### src/rtl/ibex_sram_arbiter_if.sv
// ibex_sram_arbiter_if
// Bundles the Ibex instruction port, the Ibex data port and the single-port
// SRAM port into one interface.
//   instr_*: fetch req/gnt/rvalid/err plus address and read data
//   data_* : data req/gnt/rvalid/err plus we, be, address, write and read data
//   mem_*  : SRAM request, write, byte enables, address, write data, read data
// Modports:
//   slave  - arbiter view (takes requests, drives grants/responses and the SRAM)
//   master - environment view (cores and SRAM model)
interface ibex_sram_arbiter_if;
  logic        instr_req_i;
  logic        instr_gnt_o;
  logic        instr_rvalid_o;
  logic        instr_err_o;
  logic [31:0] instr_addr_i;
  logic [31:0] instr_rdata_o;

  logic        data_req_i;
  logic        data_gnt_o;
  logic        data_rvalid_o;
  logic        data_err_o;
  logic        data_we_i;
  logic [3:0]  data_be_i;
  logic [31:0] data_addr_i;
  logic [31:0] data_wdata_i;
  logic [31:0] data_rdata_o;

  logic        mem_req_o;
  logic        mem_we_o;
  logic [3:0]  mem_be_o;
  logic [31:0] mem_addr_o;
  logic [31:0] mem_wdata_o;
  logic [31:0] mem_rdata_i;

  modport slave (
    input  instr_req_i, instr_addr_i,
    input  data_req_i, data_we_i, data_be_i, data_addr_i, data_wdata_i,
    input  mem_rdata_i,
    output instr_gnt_o, instr_rvalid_o, instr_err_o, instr_rdata_o,
    output data_gnt_o, data_rvalid_o, data_err_o, data_rdata_o,
    output mem_req_o, mem_we_o, mem_be_o, mem_addr_o, mem_wdata_o
  );

  modport master (
    output instr_req_i, instr_addr_i,
    output data_req_i, data_we_i, data_be_i, data_addr_i, data_wdata_i,
    output mem_rdata_i,
    input  instr_gnt_o, instr_rvalid_o, instr_err_o, instr_rdata_o,
    input  data_gnt_o, data_rvalid_o, data_err_o, data_rdata_o,
    input  mem_req_o, mem_we_o, mem_be_o, mem_addr_o, mem_wdata_o
  );
endinterface

### src/rtl/ibex_sram_arbiter.sv
// ibex_sram_arbiter
// Shares one single-port SRAM (1-cycle read latency) between the Ibex
// instruction and data ports.
// Ports:
//   clk_i - system clock
//   rst_i - asynchronous active-high reset
//   bus   - ibex_sram_arbiter_if.slave (instr_*, data_*, mem_* signals)
// Handshake: a request is accepted in the cycle where req and gnt are both
// high (gnt is combinational from req). Every accepted request produces
// exactly one rvalid pulse on the same port in the following cycle, with
// err set for out-of-window addresses. Fetch wins ties unless the data port
// has been denied for MaxStarve consecutive cycles.
module ibex_sram_arbiter #(
  parameter logic [31:0] MemStart  = 32'h00000000,
  parameter logic [31:0] MemMask   = 32'h0000FFFF,
  parameter int unsigned MaxStarve = 4
) (
  input  logic clk_i,
  input  logic rst_i,
  ibex_sram_arbiter_if.slave bus
);

  localparam logic [4:0] MAX_STARVE = 5'(MaxStarve);

  logic [3:0] r_starve;
  logic       r_rsp_valid;
  logic       r_rsp_owner_data;
  logic       r_rsp_err;

  logic w_instr_gnt;
  logic w_data_gnt;
  logic w_any_gnt;
  logic w_instr_in_win;
  logic w_data_in_win;
  logic w_win_err;
  logic w_data_prio;

  assign w_instr_in_win = (bus.instr_addr_i & ~MemMask) == MemStart;
  assign w_data_in_win  = (bus.data_addr_i  & ~MemMask) == MemStart;

  // starve >= MaxStarve, written as starve+1 > MaxStarve so that
  // MaxStarve=0 does not produce a constant comparison.
  assign w_data_prio = ({1'b0, r_starve} + 5'd1) > MAX_STARVE;

  // Grants are suppressed while reset is held.
  always_comb begin
    w_instr_gnt = 1'b0;
    w_data_gnt  = 1'b0;
    if (!rst_i) begin
      if (bus.data_req_i && (!bus.instr_req_i || w_data_prio)) begin
        w_data_gnt = 1'b1;
      end else if (bus.instr_req_i) begin
        w_instr_gnt = 1'b1;
      end
    end
  end

  assign w_any_gnt = w_instr_gnt | w_data_gnt;
  assign w_win_err = w_data_gnt ? ~w_data_in_win : ~w_instr_in_win;

  // SRAM side: only granted in-window accesses reach the memory; fetches
  // never write.
  always_comb begin
    bus.mem_req_o   = 1'b0;
    bus.mem_we_o    = 1'b0;
    bus.mem_be_o    = 4'b0;
    bus.mem_addr_o  = 32'b0;
    bus.mem_wdata_o = 32'b0;
    if (w_data_gnt && w_data_in_win) begin
      bus.mem_req_o   = 1'b1;
      bus.mem_we_o    = bus.data_we_i;
      bus.mem_be_o    = bus.data_be_i;
      bus.mem_addr_o  = bus.data_addr_i;
      bus.mem_wdata_o = bus.data_wdata_i;
    end else if (w_instr_gnt && w_instr_in_win) begin
      bus.mem_req_o   = 1'b1;
      bus.mem_addr_o  = bus.instr_addr_i;
    end
  end

  // Counts consecutive cycles the data port asked and was refused.
  always_ff @(posedge clk_i or posedge rst_i) begin
    if (rst_i) begin
      r_starve <= 4'd0;
    end else if (!bus.data_req_i || w_data_gnt) begin
      r_starve <= 4'd0;
    end else if (r_starve != 4'hF) begin
      r_starve <= r_starve + 4'd1;
    end
  end

  // Response pipeline stage: one entry, reloaded every cycle, so
  // back-to-back grants stream at one access per cycle.
  always_ff @(posedge clk_i or posedge rst_i) begin
    if (rst_i) begin
      r_rsp_valid      <= 1'b0;
      r_rsp_owner_data <= 1'b0;
      r_rsp_err        <= 1'b0;
    end else begin
      r_rsp_valid      <= w_any_gnt;
      r_rsp_owner_data <= w_data_gnt;
      r_rsp_err        <= w_any_gnt & w_win_err;
    end
  end

  assign bus.instr_gnt_o    = w_instr_gnt;
  assign bus.data_gnt_o     = w_data_gnt;

  assign bus.instr_rvalid_o = r_rsp_valid & ~r_rsp_owner_data;
  assign bus.instr_err_o    = bus.instr_rvalid_o & r_rsp_err;
  assign bus.instr_rdata_o  = (bus.instr_rvalid_o && !r_rsp_err) ? bus.mem_rdata_i : 32'b0;

  assign bus.data_rvalid_o  = r_rsp_valid & r_rsp_owner_data;
  assign bus.data_err_o     = bus.data_rvalid_o & r_rsp_err;
  assign bus.data_rdata_o   = (bus.data_rvalid_o && !r_rsp_err) ? bus.mem_rdata_i : 32'b0;

endmodule

### src/flat_wrapper.sv
// flat-port wrapper written by rule: the top's interface ports become plain ports
module ibex_sram_arbiter_flat 
#(
  parameter logic [31:0] MemStart  = 32'h00000000,
  parameter logic [31:0] MemMask   = 32'h0000FFFF,
  parameter int unsigned MaxStarve = 4
)
  (clk_i, rst_i, bus_instr_req_i, bus_instr_addr_i, bus_data_req_i, bus_data_we_i, bus_data_be_i, bus_data_addr_i, bus_data_wdata_i, bus_mem_rdata_i, bus_instr_gnt_o, bus_instr_rvalid_o, bus_instr_err_o, bus_instr_rdata_o, bus_data_gnt_o, bus_data_rvalid_o, bus_data_err_o, bus_data_rdata_o, bus_mem_req_o, bus_mem_we_o, bus_mem_be_o, bus_mem_addr_o, bus_mem_wdata_o);
  ibex_sram_arbiter_if bus_i ();
  input  logic clk_i;
  input  logic rst_i;
  input wire logic [$bits(bus_i.instr_req_i)-1:0] bus_instr_req_i;
  input wire logic [$bits(bus_i.instr_addr_i)-1:0] bus_instr_addr_i;
  input wire logic [$bits(bus_i.data_req_i)-1:0] bus_data_req_i;
  input wire logic [$bits(bus_i.data_we_i)-1:0] bus_data_we_i;
  input wire logic [$bits(bus_i.data_be_i)-1:0] bus_data_be_i;
  input wire logic [$bits(bus_i.data_addr_i)-1:0] bus_data_addr_i;
  input wire logic [$bits(bus_i.data_wdata_i)-1:0] bus_data_wdata_i;
  input wire logic [$bits(bus_i.mem_rdata_i)-1:0] bus_mem_rdata_i;
  output wire logic [$bits(bus_i.instr_gnt_o)-1:0] bus_instr_gnt_o;
  output wire logic [$bits(bus_i.instr_rvalid_o)-1:0] bus_instr_rvalid_o;
  output wire logic [$bits(bus_i.instr_err_o)-1:0] bus_instr_err_o;
  output wire logic [$bits(bus_i.instr_rdata_o)-1:0] bus_instr_rdata_o;
  output wire logic [$bits(bus_i.data_gnt_o)-1:0] bus_data_gnt_o;
  output wire logic [$bits(bus_i.data_rvalid_o)-1:0] bus_data_rvalid_o;
  output wire logic [$bits(bus_i.data_err_o)-1:0] bus_data_err_o;
  output wire logic [$bits(bus_i.data_rdata_o)-1:0] bus_data_rdata_o;
  output wire logic [$bits(bus_i.mem_req_o)-1:0] bus_mem_req_o;
  output wire logic [$bits(bus_i.mem_we_o)-1:0] bus_mem_we_o;
  output wire logic [$bits(bus_i.mem_be_o)-1:0] bus_mem_be_o;
  output wire logic [$bits(bus_i.mem_addr_o)-1:0] bus_mem_addr_o;
  output wire logic [$bits(bus_i.mem_wdata_o)-1:0] bus_mem_wdata_o;
  assign bus_i.instr_req_i = bus_instr_req_i;
  assign bus_i.instr_addr_i = bus_instr_addr_i;
  assign bus_i.data_req_i = bus_data_req_i;
  assign bus_i.data_we_i = bus_data_we_i;
  assign bus_i.data_be_i = bus_data_be_i;
  assign bus_i.data_addr_i = bus_data_addr_i;
  assign bus_i.data_wdata_i = bus_data_wdata_i;
  assign bus_i.mem_rdata_i = bus_mem_rdata_i;
  assign bus_instr_gnt_o = bus_i.instr_gnt_o;
  assign bus_instr_rvalid_o = bus_i.instr_rvalid_o;
  assign bus_instr_err_o = bus_i.instr_err_o;
  assign bus_instr_rdata_o = bus_i.instr_rdata_o;
  assign bus_data_gnt_o = bus_i.data_gnt_o;
  assign bus_data_rvalid_o = bus_i.data_rvalid_o;
  assign bus_data_err_o = bus_i.data_err_o;
  assign bus_data_rdata_o = bus_i.data_rdata_o;
  assign bus_mem_req_o = bus_i.mem_req_o;
  assign bus_mem_we_o = bus_i.mem_we_o;
  assign bus_mem_be_o = bus_i.mem_be_o;
  assign bus_mem_addr_o = bus_i.mem_addr_o;
  assign bus_mem_wdata_o = bus_i.mem_wdata_o;
  ibex_sram_arbiter #(.MemStart(MemStart), .MemMask(MemMask), .MaxStarve(MaxStarve)) u_core (.clk_i(clk_i), .rst_i(rst_i), .bus(bus_i));
endmodule
### config.mk
export PLATFORM = sky130hd
export DESIGN_NAME = ibex_sram_arbiter_flat
export DESIGN_NICKNAME = d
export VERILOG_FILES = /design/src/rtl/ibex_sram_arbiter_if.sv /design/src/rtl/ibex_sram_arbiter.sv /design/src/flat_wrapper.sv
export SDC_FILE = /design/constraint.sdc
export NUM_CORES = 1
export LEC_CHECK = 0
export BUFFER_PORTS_ARGS = -buffer_cell sky130_fd_sc_hd__clkbuf_2
export CORE_AREA = 4 4 106 108
export DETAILED_ROUTE_END_ITERATION = 8
export DIE_AREA = 0 0 110 112
export PLACE_DENSITY = 0.58
export RECOVER_POWER = 100
export SYNTH_ARGS = -nofsm -noshare
export SYNTH_HDL_FRONTEND = slang
export SYNTH_SLANG_ARGS = --single-unit
### constraint.sdc
create_clock -name clk_i -period 2.49 [get_ports clk_i]
set_input_delay 0.249 -clock clk_i [delete_from_list [all_inputs] [get_ports clk_i]]
set_output_delay 0.249 -clock clk_i [all_outputs]
set_load 0.01 [all_outputs]
==> flow_summary_export.csv <==
group,metric,value,unit
status,outcome,"completed",
hold_path,holdPathEnd,"u_core.r_rsp_valid",
synth,synth_area_per_cell,7.12,um2
sta,fin_worst_skew,0.00128,ns
setup_path,worstPathArrival,2.20,ns
sta,slew_viol_final,0,
place,dp_slack,-0.00444,ns
setup_path,worstSetupEndpointType,"output pin",
setup_path,path_cells,"ha_2, nor2_1, a211o_1, a32oi_4, buf_12, clkbuf_16, nor3b_1, clkbuf_2",
power_and_ir_drop,ir_drop,181,uV
clock_tree,clock_sinks,7,
final_layout,drive_above_1_share,49.8,%
routing,firstDrtPassIters,4,
final_layout,post-route-util,32.7,%
setup_path,reg2reg_from,"u_core.r_starve[0]",
synth,synth_ff_type,"dfrtp_1",
final_layout,n_fill_cell,1110,
sta,tns,0,ns
sta,hold_viol_final,0,
hold_path,worstHoldStart,"bus_instr_req_i",
final_layout,antennaDiodeCount,0,
synth,ys_async_sr_fraction,100,%
sta,fin_crit_sh,98.4,%
synth,synth_edf_count,0,
setup_path,crit_type,"register to output pin",
sta,fin_crit,2.45,ns
synth,synth.area.mux_share,10.7,%
place,gp_congestion,0.833,
synth,synthSimpleGateAreaFrac,57.6,%
synth,synth-seq-cells,7,
synth,ys_warn_count,0,
setup_path,ff2ff_setup_slack,0.24,ns
sta,setup_viol,0,
sta,worst_pin_slew,0.655,ns
synth,synth_xor_area_share,0.488,%
floorplan,ios,277,
final_layout,nets,648,
place,placedCellCount,633,
routing,drt-total-wl,10100,um
setup_path,cp-start-kind,"register",
synth,ys_seq_area_share,9.76,%
clock_tree,path_clk_slew,0.04,ns
synth,synth.distinct_cells,30,
routing,viasPerCell,4.45,
floorplan,die_h,112,um
final_layout,layoutNonFillerInstCount,644,
grt,antenna_found_initial,0,
floorplan,chipWidth,110,um
floorplan,coreArea,0.0102,mm2
sta,worst_slack,0.0397,ns
grt,grt_pass1_wl,13600,um
place,dp_hpwl,8280,um
sta,rsz0062_at_grt,"yes",
routing,drt_iter0_markers,209,
setup_path,critPathMaxFanout,20,
place,portBuffers,260,
clock_tree,cts_tree,"built",
routing,via_count,2863,
grt,track_usage,13.7,%
synth,synth_top_family_by_area,"simple AND/OR/NAND/NOR gates",
synth,syn_area,0.00179,mm2
clock_tree,cts_root_buf,"clkbuf_8",
power_and_ir_drop,pwr_density_cell,201,mW/mm2
final_layout,syn_to_final_growth,86.2,%
job,cap_violations,0,
setup_path,max_stage_delay,0.45,ns
floorplan,start_util,17.5,%
grt,grt_overflow,0,
sta,fmax,0.408,GHz
setup_path,crit_slowest_cell,"dfrtp_2",
routing,drcViolationCount,0,
floorplan,fp.dieArea,0.0123,mm2
floorplan,rows,37,
hold_path,min_path_cells,3,
hold_path,hp-class,"input port to register",
synth,synthCells,252,
power_and_ir_drop,leakage,1.70,nW
synth,synthAdderAreaFrac,1.39,%
routing,final_antenna_net_count,0,
clock_tree,cts_made_buffers,3,
routing,wl_per_cell,15.7,um
setup_path,cp_data_required_time,2.24,ns
clock_tree,cts_buffer_depth,2,
setup_path,rr_worst_depth,7,
sta,relSlewSlack,56.3,%
grt,grt_pass1_vias,2724,
grt,grt_max_degree,41,
setup_path,r2r_end,"u_core.r_rsp_err",
clock_tree,htree_num_levels,1,
power_and_ir_drop,p_total,0.000672,W
synth,synth_compound_area_share,5.79,%
clock_tree,clk_latency,0.22,ns
critical path, delay by kind of cell (launching register included):
kind | cells | cell delay, ns
buffers and inverters | 3 | 0.52
adders and majority gates | 1 | 0.24
and+or+nand+nor | 2 | 0.35
AOI/OAI and AO/OA | 2 | 0.40
DFF | 1 | 0.45
area by class of cell:
class,instances,area (um2),share of cell area (%)
Multi-Input combinational cell,218,1490,44.7
Timing Repair Buffer,276,1440,43.2
Sequential cell,7,178,5.32
Tap cell,136,170,5.09
Clock buffer,4,45.0,1.35
Inverter,3,11.3,0.337
report_power, final:
part	switching, W	internal, W
combinational	0.000189	0.000190
sequential	0.0000126	0.000123
clock	0.0000472	0.000111
cells in the mapped netlist, drive strengths merged (2+ instances only):
master  instances  share of area, %
nand3          34               9.5
nor3b          37                15
a31oi           2              0.70
buf            28                11
dfrtp           7               9.8
mux2i          18                10
a21oi           2              0.56
nor2b           6               2.1
a211oi          2               1.4
ha              2               1.4
and4            2              0.98
clkbuf         12               2.5
inv             3              0.63
nor4            8               2.8
nand2           5               1.0
and2           67                23
nor2            7               1.5
layout by cell type (no fill, tap or decap), drive strengths merged, types with 2 or more instances in the layout:
master | synthesis | routed
nand2 | 5 | 5
a211oi | 2 | 2
dfrtp | 7 | 7
nor2b | 6 | 6
clkbuf | 12 | 270
buf | 28 | 10
a32o | 1 | 2
a21oi | 2 | 2
inv | 3 | 3
nor4 | 8 | 8
ha | 2 | 2
nor3b | 37 | 37
a31oi | 2 | 2
nand3 | 34 | 34
and2 | 67 | 67
mux2i | 18 | 18
nor2 | 7 | 7
conb | 1 | 16
and4 | 2 | 2
kinds of logic after synthesis:
| family | Yosys count |
|---|---|
| buf+inv | 43 |
| compound gates | 11 |
| fa+ha+maj | 2 |
| flops | 7 |
| other cells | 1 |
| xor+xnor | 1 |
| simple gates | 168 |
| mux | 19 |
stage by stage:
stage	area, um2	hold WS [ns]
2_1_floorplan	1850	0.315
3_3_place_gp	3170	0.490
3_5_place_dp	3170	0.500
4_1_cts	3240	0.268
5_1_grt	3340	0.300
6_report	3340	0.281
flip-flops by register name, indices dropped and copies added, names as in the netlist:
signal                   flops
u_core.r_rsp_err             1
u_core.r_rsp_owner_data      1
u_core.r_rsp_valid           1
u_core.r_starve              4
repair_timing:
| item | CTS | global route |
|---|---|---|
| hold buffers | 0 | 0 |
| gates resized for setup | 2 | 10 |
| buffers inserted | 1 | 2 |
| cloned | 1 | 3 |
| endpoints found under the setup margin | 17 | 56 |
| pin swaps | 2 | 2 |
layer usage:
layer | track usage (%) | vias up | share of wire [%]
li1 | - | 1354 | -
met1 | 14.3 | 1259 | 34
met2 | 26.3 | 224 | 51
met3 | 3.36 | 26 | 12
met4 | 4.16 | 0 | 2.7
met5 | 0 | - | 0
worst max path at each step:
stage	start	endpoint	cells after the start
finish	u_core.r_starve[0]	bus_mem_wdata_o[4]	8
global route	u_core.r_starve[0]	bus_mem_wdata_o[4]	8
CTS	u_core.r_starve[0]	bus_instr_gnt_o	7
detailed placement	u_core.r_starve[0]	bus_mem_addr_o[9]	6
global placement	u_core.r_starve[0]	bus_mem_req_o	6
floorplan	u_core.r_starve[0]	bus_mem_addr_o[0]	6
Power figures use the tool's default switching activity.
